File: config.mk
export PLATFORM = sky130hd
export DESIGN_NAME = mult_issue_ctrl
export DESIGN_NICKNAME = d
export VERILOG_FILES = /design/src/rtl/mult_issue_pkg.sv /design/src/rtl/mult_res_fifo.sv /design/src/rtl/mult_issue_ctrl.sv
export SDC_FILE = /design/constraint.sdc
export NUM_CORES = 1
export LEC_CHECK = 0
export BUFFER_PORTS_ARGS = -buffer_cell sky130_fd_sc_hd__buf_2
export CAP_MARGIN = 15
export CORE_MARGIN = 10
export CORE_UTILIZATION = 54
export CTS_BUF_LIST = sky130_fd_sc_hd__clkbuf_4 sky130_fd_sc_hd__clkbuf_8
export CTS_CLUSTER_DIAMETER = 50
export DETAILED_ROUTE_END_ITERATION = 8
export PLACE_DENSITY_LB_ADDON = 0.3
export SYNTH_ARGS = -nofsm -noshare
export SYNTH_HDL_FRONTEND = slang
export SYNTH_SLANG_ARGS = --single-unit
File: constraint.sdc
create_clock -name clk -period 2.5 [get_ports clk]
set_input_delay 0.375 -clock clk [delete_from_list [all_inputs] [get_ports clk]]
set_output_delay 0.375 -clock clk [all_outputs]
set_load 0.1 [all_outputs]
File: src/rtl/mult_issue_pkg.sv
// Shared types for the multiplier issue controller: FSM states, widths, tag layout.
// No logic; types and constants only.
// Imported by mult_issue_ctrl and mult_res_fifo.
package mult_issue_pkg;

  localparam int DATA_W  = 32;
  localparam int PROD_W  = 64;
  localparam int DEF_LAT = 4;

  typedef enum logic [1:0] {
    IDLE     = 2'd0,
    ISSUE_LO = 2'd1,
    ISSUE_HI = 2'd2
  } state_t;

  // Travels alongside each issued slot through the adder pipeline.
  typedef struct packed {
    logic vld;
    logic hi;
    logic lo_only;
  } tag_t;

  localparam tag_t TAG_NONE = '{vld: 1'b0, hi: 1'b0, lo_only: 1'b0};

endpackage

File: src/rtl/mult_res_fifo.sv
// Result buffer: DEPTH-entry FIFO of assembled products, head is a register read.
// Latency: push visible on head/count the cycle after the push edge.
// Backpressure: none internally; upstream credits keep pushes away from a full FIFO.
module mult_res_fifo
  import mult_issue_pkg::*;
#(
  parameter int W     = PROD_W,
  parameter int DEPTH = 4
) (
  input  logic                   clk,
  input  logic                   reset,
  input  logic                   push,
  input  logic [W-1:0]           push_dat,
  input  logic                   pop,
  output logic [W-1:0]           head,
  output logic [$clog2(DEPTH):0] count
);

  localparam int AW = $clog2(DEPTH);
  localparam int CW = AW + 1;

  logic [W-1:0]  mem [DEPTH];
  logic [AW-1:0] wr_ptr;
  logic [AW-1:0] rd_ptr;
  logic          pop_ok;
  logic          full;

  // A pop on an empty FIFO is ignored so push+pop on empty is a plain push.
  assign pop_ok = pop && (count != '0);
  assign full   = (count == CW'(DEPTH));
  assign head   = mem[rd_ptr];

  // Storage, pointers (wrapping modulo DEPTH) and occupancy.
  always_ff @(posedge clk or negedge reset) begin
    if (!reset) begin
      for (int i = 0; i < DEPTH; i++) mem[i] <= '0;
      wr_ptr <= '0;
      rd_ptr <= '0;
      count  <= '0;
    end else begin
      if (push) begin
        mem[wr_ptr] <= push_dat;
        wr_ptr      <= wr_ptr + AW'(1);
      end
      if (pop_ok) rd_ptr <= rd_ptr + AW'(1);
      case ({push, pop_ok})
        2'b10:   count <= count + CW'(1);
        2'b01:   count <= count - CW'(1);
        default: count <= count;
      endcase
    end
  end

  // Credits must make an overflowing push impossible.
  assert property (@(posedge clk) disable iff (!reset) !(push && full && !pop_ok));

endmodule

File: src/rtl/mult_issue_ctrl.sv
// Feeds operand pairs to the LAT-stage 32x32 multiplier as LO/HI slots, rebuilds 64-bit products.
// Latency: accept at edge E0 -> product pushed at edge E0+LAT+2 (E0+LAT+1 for lo-only ops).
// Backpressure: credit pool of FIFO_DEPTH; in_ready drops when no credit. Option: MULT_ISSUE_LO_ONLY_EN.
module mult_issue_ctrl
  import mult_issue_pkg::*;
#(
  parameter int LAT        = DEF_LAT,
  parameter int FIFO_DEPTH = 4
) (
  input  logic              clk,
  input  logic              reset,
  input  logic              in_valid,
  output logic              in_ready,
  input  logic [DATA_W-1:0] in_a,
  input  logic [DATA_W-1:0] in_b,
`ifdef MULT_ISSUE_LO_ONLY_EN
  input  logic              in_lo_only,
`endif
  output logic [DATA_W-1:0] mul_a,
  output logic [DATA_W-1:0] mul_b,
  output logic              mul_s,
  input  logic [DATA_W-1:0] mul_c,
  output logic              out_valid,
  input  logic              out_ready,
  output logic [PROD_W-1:0] out_p
);

  localparam int CW = $clog2(FIFO_DEPTH) + 1;

  state_t            state;
  logic              lo_only_q;
  logic              lo_only_in;
  logic              accept;
  logic              pop;
  logic              push;
  logic [PROD_W-1:0] push_dat;
  logic [CW-1:0]     credits;
  logic [CW-1:0]     fifo_count;
  logic [DATA_W-1:0] lo_reg;
  tag_t              stage0;
  tag_t              out_tag;
  tag_t              tag_pipe [LAT];

`ifdef MULT_ISSUE_LO_ONLY_EN
  assign lo_only_in = in_lo_only;
`else
  assign lo_only_in = 1'b0;
`endif

  // A lo-only op frees the issue slot right after its LO cycle.
  assign in_ready = reset && (credits != '0) &&
                    ((state == IDLE) || (state == ISSUE_HI) ||
                     ((state == ISSUE_LO) && lo_only_q));
  assign accept    = in_valid && in_ready;
  assign out_valid = (fifo_count != '0);
  assign pop       = out_valid && out_ready;

  // Issue FSM; mul_a/mul_b double as the operand registers and read 0 when idle.
  always_ff @(posedge clk or negedge reset) begin
    if (!reset) begin
      state     <= IDLE;
      mul_a     <= '0;
      mul_b     <= '0;
      lo_only_q <= 1'b0;
    end else begin
      case (state)
        ISSUE_LO: begin
          if (!lo_only_q) begin
            state <= ISSUE_HI;
          end else if (accept) begin
            state     <= ISSUE_LO;
            mul_a     <= in_a;
            mul_b     <= in_b;
            lo_only_q <= lo_only_in;
          end else begin
            state     <= IDLE;
            mul_a     <= '0;
            mul_b     <= '0;
            lo_only_q <= 1'b0;
          end
        end
        IDLE, ISSUE_HI: begin
          if (accept) begin
            state     <= ISSUE_LO;
            mul_a     <= in_a;
            mul_b     <= in_b;
            lo_only_q <= lo_only_in;
          end else begin
            state     <= IDLE;
            mul_a     <= '0;
            mul_b     <= '0;
            lo_only_q <= 1'b0;
          end
        end
        default: state <= IDLE;
      endcase
    end
  end

  // Tag entering the adder pipeline alongside this cycle's operands.
  always_comb begin
    stage0 = TAG_NONE;
    case (state)
      ISSUE_LO: stage0 = '{vld: 1'b1, hi: 1'b0, lo_only: lo_only_q};
      ISSUE_HI: stage0 = '{vld: 1'b1, hi: 1'b1, lo_only: 1'b0};
      default:  stage0 = TAG_NONE;
    endcase
  end

  // Tag delay line matching the multiplier latency; reset drops stale slots.
  always_ff @(posedge clk or negedge reset) begin
    if (!reset) begin
      for (int i = 0; i < LAT; i++) tag_pipe[i] <= TAG_NONE;
    end else begin
      tag_pipe[0] <= stage0;
      for (int i = 1; i < LAT; i++) tag_pipe[i] <= tag_pipe[i-1];
    end
  end

  assign out_tag = tag_pipe[LAT-1];
  assign mul_s   = out_tag.vld ? ~out_tag.hi : 1'b1;

  // Hold the low word until its HI partner arrives.
  always_ff @(posedge clk or negedge reset) begin
    if (!reset) begin
      lo_reg <= '0;
    end else if (out_tag.vld && !out_tag.hi && !out_tag.lo_only) begin
      lo_reg <= mul_c;
    end
  end

  assign push     = out_tag.vld && (out_tag.hi || out_tag.lo_only);
  assign push_dat = out_tag.lo_only ? {{DATA_W{1'b0}}, mul_c} : {mul_c, lo_reg};

  // Credit pool: one taken per accepted op, returned when its product leaves the FIFO.
  always_ff @(posedge clk or negedge reset) begin
    if (!reset) begin
      credits <= CW'(FIFO_DEPTH);
    end else begin
      case ({accept, pop})
        2'b10:   credits <= credits - CW'(1);
        2'b01:   credits <= credits + CW'(1);
        default: credits <= credits;
      endcase
    end
  end

  mult_res_fifo #(
    .W     (PROD_W),
    .DEPTH (FIFO_DEPTH)
  ) u_fifo (
    .clk      (clk),
    .reset    (reset),
    .push     (push),
    .push_dat (push_dat),
    .pop      (pop),
    .head     (out_p),
    .count    (fifo_count)
  );

endmodule

* Word level (Yosys, flattened, before mapping)
Cells that the tools add are included.
W data, S select, Z words.
** Storage, ports and cells
- Register bits after elaboration :: 376
- Input port bits :: 100
- Output and inout port bits :: 131
- Logic and storage cells :: 81
** Cells by class
- Add/sub/neg operators :: 6
- $lt $le $gt $ge :: 3
- Eq/ne operators :: 6
- Mux-type cells :: 17
- Bitwise operators :: 4
- Reduce and logical (&&, ||, !) cells :: 21
** Operator list (number)
- $bwmux W256 :: 1
- $mux W64 :: 4
- $bmux W64 S2 :: 1
- $demux W64 S2 :: 1
- $mux W32 :: 4
- $pmux W3 S2 :: 3
- $logic_and A1 B1 Y1 :: 9
- $add A3 B1 Y3 const B :: 2
- $eq A2 B1 Y1 const B :: 3
- $eq A2 B2 Y1 const B :: 3
- $ge A3 B3 Y1 const B :: 2
- $not A2 Y3 :: 2
- $reduce_bool A2 Y1 :: 3
- $reduce_bool A3 Y1 :: 2
- $sub A3 B1 Y3 const B :: 2
- $add A2 B1 Y2 const B :: 2
- $pmux W2 S2 :: 1
- $lt A3 B1 Y1 const B :: 1
- $logic_not A1 Y1 :: 2
- $logic_not A2 Y1 :: 1
- $logic_or A1 B1 Y1 :: 2
- $mux W1 :: 2
- $not A1 Y1 :: 2
- $reduce_and A2 Y1 :: 1
- $reduce_or A2 Y1 :: 1

* Depth between registers and ports, before layout
- Word-level depth :: 6
- Mapped depth :: 13
- Gate-level depth less buffers :: 11

* Modules after synthesis
Synthesis repeated with hierarchy kept, for this count alone.
** Unflattened totals
- Cell total of the unflattened synthesis :: 1033
- Area, all modules :: 15987.8 sq um
** By module, submodules not included
- mult_res_fifo :: times used 1, cells each 650, area each 11506.0 sq um, seq. area each 6581.3 sq um
- mult_issue_ctrl :: times used 1, cells each 383, area each 4481.8 sq um, seq. area each 2728.9 sq um

* Least setup slack after synthesis
Ideal clock, no wire load.
- Path kind :: register to register
- Start :: register state[0]
- End :: register credits[2]
- Library setup time :: 0.075 ns
- Arrival :: 2.272 ns
- Data required time :: 2.425 ns
- Path slack :: 0.153 ns
- Stages on the path, launching flop included :: 14
- Buffers on the path :: 2
- Period minus slack after synthesis :: 2.347 ns
- Cells stage by stage :: dfrtp_1 inv_1 ha_1 o211a_1 and2_4 clkinv_2 buf_12 buf_12 ha_1 inv_1 fa_1 xor2_1 nor2_1 xor2_1
** Between the ends
- Cells in the longest elaborated chain, start to end :: 6
- Elaborated cells on any way between the ends :: 9
- Classes of those cells :: 3 x eq/ne; 1 x mux; 5 x reduce/logical
** Ends and longest elaborated chain
- from (decl) :: RTL line mult_issue_ctrl.sv:30 : state_t state;
- from (signal assigned) :: RTL line mult_issue_ctrl.sv:61 : state <= IDLE;
- from (signal assigned) :: RTL line mult_issue_ctrl.sv:69 : state <= ISSUE_HI;
- from (signal assigned) :: RTL line mult_issue_ctrl.sv:71 : state <= ISSUE_LO;
- $eq A2 B2 Y1 / $logic_not A2 Y1 (equally long branches) :: RTL line mult_issue_ctrl.sv:52 : ((state == IDLE) || (state == ISSUE_HI) ||
- $logic_or A1 B1 Y1 * :: RTL line mult_issue_ctrl.sv:52
- $logic_and A1 B1 Y1 * :: RTL line mult_issue_ctrl.sv:51 : assign in_ready = reset && (credits != '0) &&
- $logic_and A1 B1 Y1 * :: RTL line mult_issue_ctrl.sv:54 : assign accept = in_valid && in_ready;
- $eq A2 B1 Y1 / $eq A2 B2 Y1 (equally long branches) :: RTL line mult_issue_ctrl.sv:140 : case ({accept, pop})
- $pmux W3 S2 / $reduce_bool A2 Y1 (equally long branches)
- to (signal assigned) :: RTL line mult_issue_ctrl.sv:141 : 2'b10: credits <= credits - CW'(1);
- to (signal assigned) :: RTL line mult_issue_ctrl.sv:142 : 2'b01: credits <= credits + CW'(1);
- to (signal assigned) :: RTL line mult_issue_ctrl.sv:143 : default: credits <= credits;
- to (decl) :: RTL line mult_issue_ctrl.sv:37 : logic [CW-1:0] credits;
Every way passes the cells marked *; elsewhere a longest branch is shown, timed or not.
A chain may end at the register's enable or synchronous reset.

* Worst setup path after layout
- Start :: register u_fifo.rd_ptr[0]
- End :: output out_p[27]
** Between the ends
- Cells in the longest elaborated chain, start to end :: 4
** Ends and longest elaborated chain
- from (decl) :: RTL line mult_res_fifo.sv:24 : logic [AW-1:0] rd_ptr;
- from (signal assigned) :: RTL line mult_res_fifo.sv:45 : if (pop_ok) rd_ptr <= rd_ptr + AW'(1);
- $not A2 Y3 (implied by the code) :: RTL line mult_res_fifo.sv:31 : assign head = mem[rd_ptr];
- $bmux W64 S2 :: RTL line mult_res_fifo.sv:31
- $mux W64 (implied by the code) (2 in a row) :: RTL line mult_res_fifo.sv:31
- to (decl) :: RTL line mult_issue_ctrl.sv:25 : output logic [PROD_W-1:0] out_p
Every way passes these cells. The select of a mux whose other input is x is not followed.

==> run metrics <==
result of the run=complete, no violations; kind of cell adding the most delay to the critical path=multiplexers; crit path max-delay cell type=sky130_fd_sc_hd__mux4_2; Die Height=191 um; DRC violation count after routing=0; top register by number of flip-flops=u_fifo.mem; FF-to-FF setup slack=280 ps; CP Max Fanout=7; antenna violations before repair=5; most frequent standard cell in the layout excluding fill and tap cells=sky130_fd_sc_hd__dfrtp_1; stages on the worst setup path=4; count of final max-slew check failures=0; worst flop-to-flop path endpoint=credits[2]; Synthesis Warnings=0; FF+latch count, synth=372; unrepaired setup endpoints after global routing=yes; Worst setup EP type=primary output; slew of the pin with the lowest slew margin=750 ps; number of nets still failing antenna checks after routing=0; number of global-route vias before repair=10800; Data arrival, critical path=2100 ps; Synth Instances=1031; largest area contributor in the netlist=sky130_fd_sc_hd__dfrtp_1; Worst setup endpoint=out_p[27]; Core Area=28900 um2; highest achievable clock rate=404 MHz; total routing resource utilization after global routing=0.198; cells traversed along the worst timing path=buf_12 > buf_12 > mux4_2 > buf_12; mean instance size in the synthesized netlist=15.4 um2; detailed-route wire length per cell=20.1 um; library cells used by synthesis=31; Worst R2R Path Depth=11; maximum root-to-sink buffer count=3; reported max-cap violation count=0; commonest cells after routing, fill and taps aside=sky130_fd_sc_hd__dfrtp_1, sky130_fd_sc_hd__mux2_2, sky130_fd_sc_hd__buf_2; HPWL after detailed placement=roughly 22000 um; die outline width=roughly 190 um; Clk Tree Root Cell=sky130_fd_sc_hd__clkbuf_8; number of sinks handled by clock tree synthesis=~370; critical path startpoint=u_fifo.rd_ptr[0]; worst slew margin relative to its limit=0.500; starting utilization of the core area=0.550; Mapped Area=15900 um2; number of port buffers=230; Worst-Skew Late Latency=a little under 600 ps; DIE AREA=36600 um2; net count reported at finish=approximately 1500; path category of the worst min-delay check=input pin to register; number of hold-slack violations in the final timing report=0; worst reg2reg startpoint=state[0]; share of the yosys chip area belonging to registers=0.587; depth of the CTS H-tree=2; most prevalent standard cell on the critical path=sky130_fd_sc_hd__buf_12; area share of the largest cell type after synthesis=0.585; final-report setup violation count=0; total wirelength of the detailed-routed design=around 36000 um; TritonCTS clock tree=yes; count of vias placed by the detailed router=9677; number of buffer and inverter stages on the critical path=3; number of top-level pins=231; share of post-route cells with drive strength above 1=0.565; type of the worst setup path=register to primary output; cells taking the most area after synthesis=sky130_fd_sc_hd__dfrtp_1, sky130_fd_sc_hd__mux2_2, sky130_fd_sc_hd__mux4_2; longest individual stage delay on the worst path=550 ps; Iteration-0 DRC Markers=502; fin crit share=0.989; final clock skew=around 16 ps; Final Critical Period=roughly 2500 ps; number of flip-flops in the largest register=256; post-synth net total=approximately 1100; weighted congestion at the end of routability-driven global placement=0.744; area growth from synthesis to final layout=26.8%; pin count of the biggest net entering global routing=136; row cnt=62; Data required, critical path=2120 ps; count of TritonRoute iterations in the first routing pass=4; overflow left after global routing=0; clock-pin slew on the worst setup and hold paths=60 ps; number of clock buffers inserted by TritonCTS=61; global-route wire length before repair=57900 um; detailed-route vias per instance=5.41; final hold slack=41.8 ps; type of origin of the critical path=register
## routing by layer
metal	vias to the layer above	share of wire	track usage	wire [um]
met5	-	0.00036	0	13
met4	2	0.027	0.0739	957
met3	80	0.062	0.0558	2220
met2	226	0.50	0.328	17900
met1	5023	0.41	0.242	14900
li1	4346	-	-	-
## repair_timing
action	in CTS	in global routing
gates resized for setup	132	19
hold buffers	53	0
gates cloned	1	3
setup buffers	8	0
endpoints found under the setup margin	64	62
endpoints found under the hold margin	182	0
## area by class of cell
| cell class | count | area (um2) |
|---|---|---|
| Sequential cell | 372 | 9320 |
| Fill cell | 1953 | 8740 |
| Multi-Input combinational cell | 585 | 6110 |
| Timing Repair Buffer | 321 | 2790 |
| Clock buffer | 105 | 1330 |
| Tap cell | 384 | 480 |
| Clock inverter | 8 | 43.8 |
| Inverter | 9 | 35.0 |
| Antenna cell | 4 | 10.0 |
## how the worst min path moves through the flow
stage | from | endpoint | slack [ps] | depth (start not counted)
3_3_place_gp | tag_pipe[5] | out_tag[2] | 330 | 0
5_1_grt | in_b[17] | mul_b[17] | 4 | 3
4_1_cts | in_b[17] | mul_b[17] | 1 | 3
6_report | in_b[25] | mul_b[25] | 40 | 3
3_5_place_dp | tag_pipe[7] | tag_pipe[4] | 330 | 0
2_1_floorplan | reset | credits[0] | 80 | 0
## cell families after synthesis
family	count (synthesis)	share of synthesized area
xor gates and xnor gates	9	0.00497
adders and majority gates	11	0.00962
muxes	355	0.297
AOI/OAI and AO/OA	69	0.0347
buffers and inverters	74	0.0304
DFF	372	0.587
and+or+nand+nor	141	0.0360
## synthesized netlist by cell type
cell type / n
sky130_fd_sc_hd__dfrtp_1: 371
sky130_fd_sc_hd__clkbuf_2: 1
sky130_fd_sc_hd__nand2b_1: 1
sky130_fd_sc_hd__o21ai_0: 15
sky130_fd_sc_hd__buf_12: 6
sky130_fd_sc_hd__ha_1: 9
sky130_fd_sc_hd__fa_1: 2
sky130_fd_sc_hd__inv_1: 8
sky130_fd_sc_hd__o21ai_2: 49
sky130_fd_sc_hd__o31a_1: 1
sky130_fd_sc_hd__xnor2_1: 4
sky130_fd_sc_hd__buf_4: 9
sky130_fd_sc_hd__dfstp_2: 1
sky130_fd_sc_hd__or3_1: 1
sky130_fd_sc_hd__mux2_1: 6
sky130_fd_sc_hd__nand2_1: 131
sky130_fd_sc_hd__nor2_1: 2
sky130_fd_sc_hd__clkbuf_1: 13
sky130_fd_sc_hd__o21bai_1: 1
sky130_fd_sc_hd__mux2i_1: 1
sky130_fd_sc_hd__clkinv_2: 1
sky130_fd_sc_hd__o211a_1: 2
sky130_fd_sc_hd__or3_4: 1
sky130_fd_sc_hd__mux4_2: 64
sky130_fd_sc_hd__mux2_2: 284
sky130_fd_sc_hd__buf_2: 32
sky130_fd_sc_hd__buf_6: 4
sky130_fd_sc_hd__o21ba_2: 1
sky130_fd_sc_hd__xor2_1: 5
sky130_fd_sc_hd__nand3_2: 4
sky130_fd_sc_hd__and2_4: 1
## tightest hold or removal path: cells and delay by family
kind	cells	cell delay, ps
buffers and inverters	1	110
and+or+nand+nor	1	60
AOI/OAI and AO/OA	1	50
## through the flow
| step | setup slack (ps) | instance area [um2] | TNS, ps | util | instances |
|---|---|---|---|---|---|
| floorplan | 153 | 15900 | 0 | - | 1031 |
| global placement | 312 | 17500 | 0 | 0.607 | 1606 |
| detailed placement | 249 | 17500 | 0 | 0.607 | 1606 |
| CTS | -35.5 | 20000 | -696 | 0.691 | 1781 |
| global route | -59.5 | 20100 | -1680 | 0.697 | 1787 |
| finish | 26.9 | 20100 | 0 | 0.697 | 1788 |
Power is left out: the tool's default activity adds up to more than one toggle a clock period on the data nets, which glitch-free logic cannot reach.
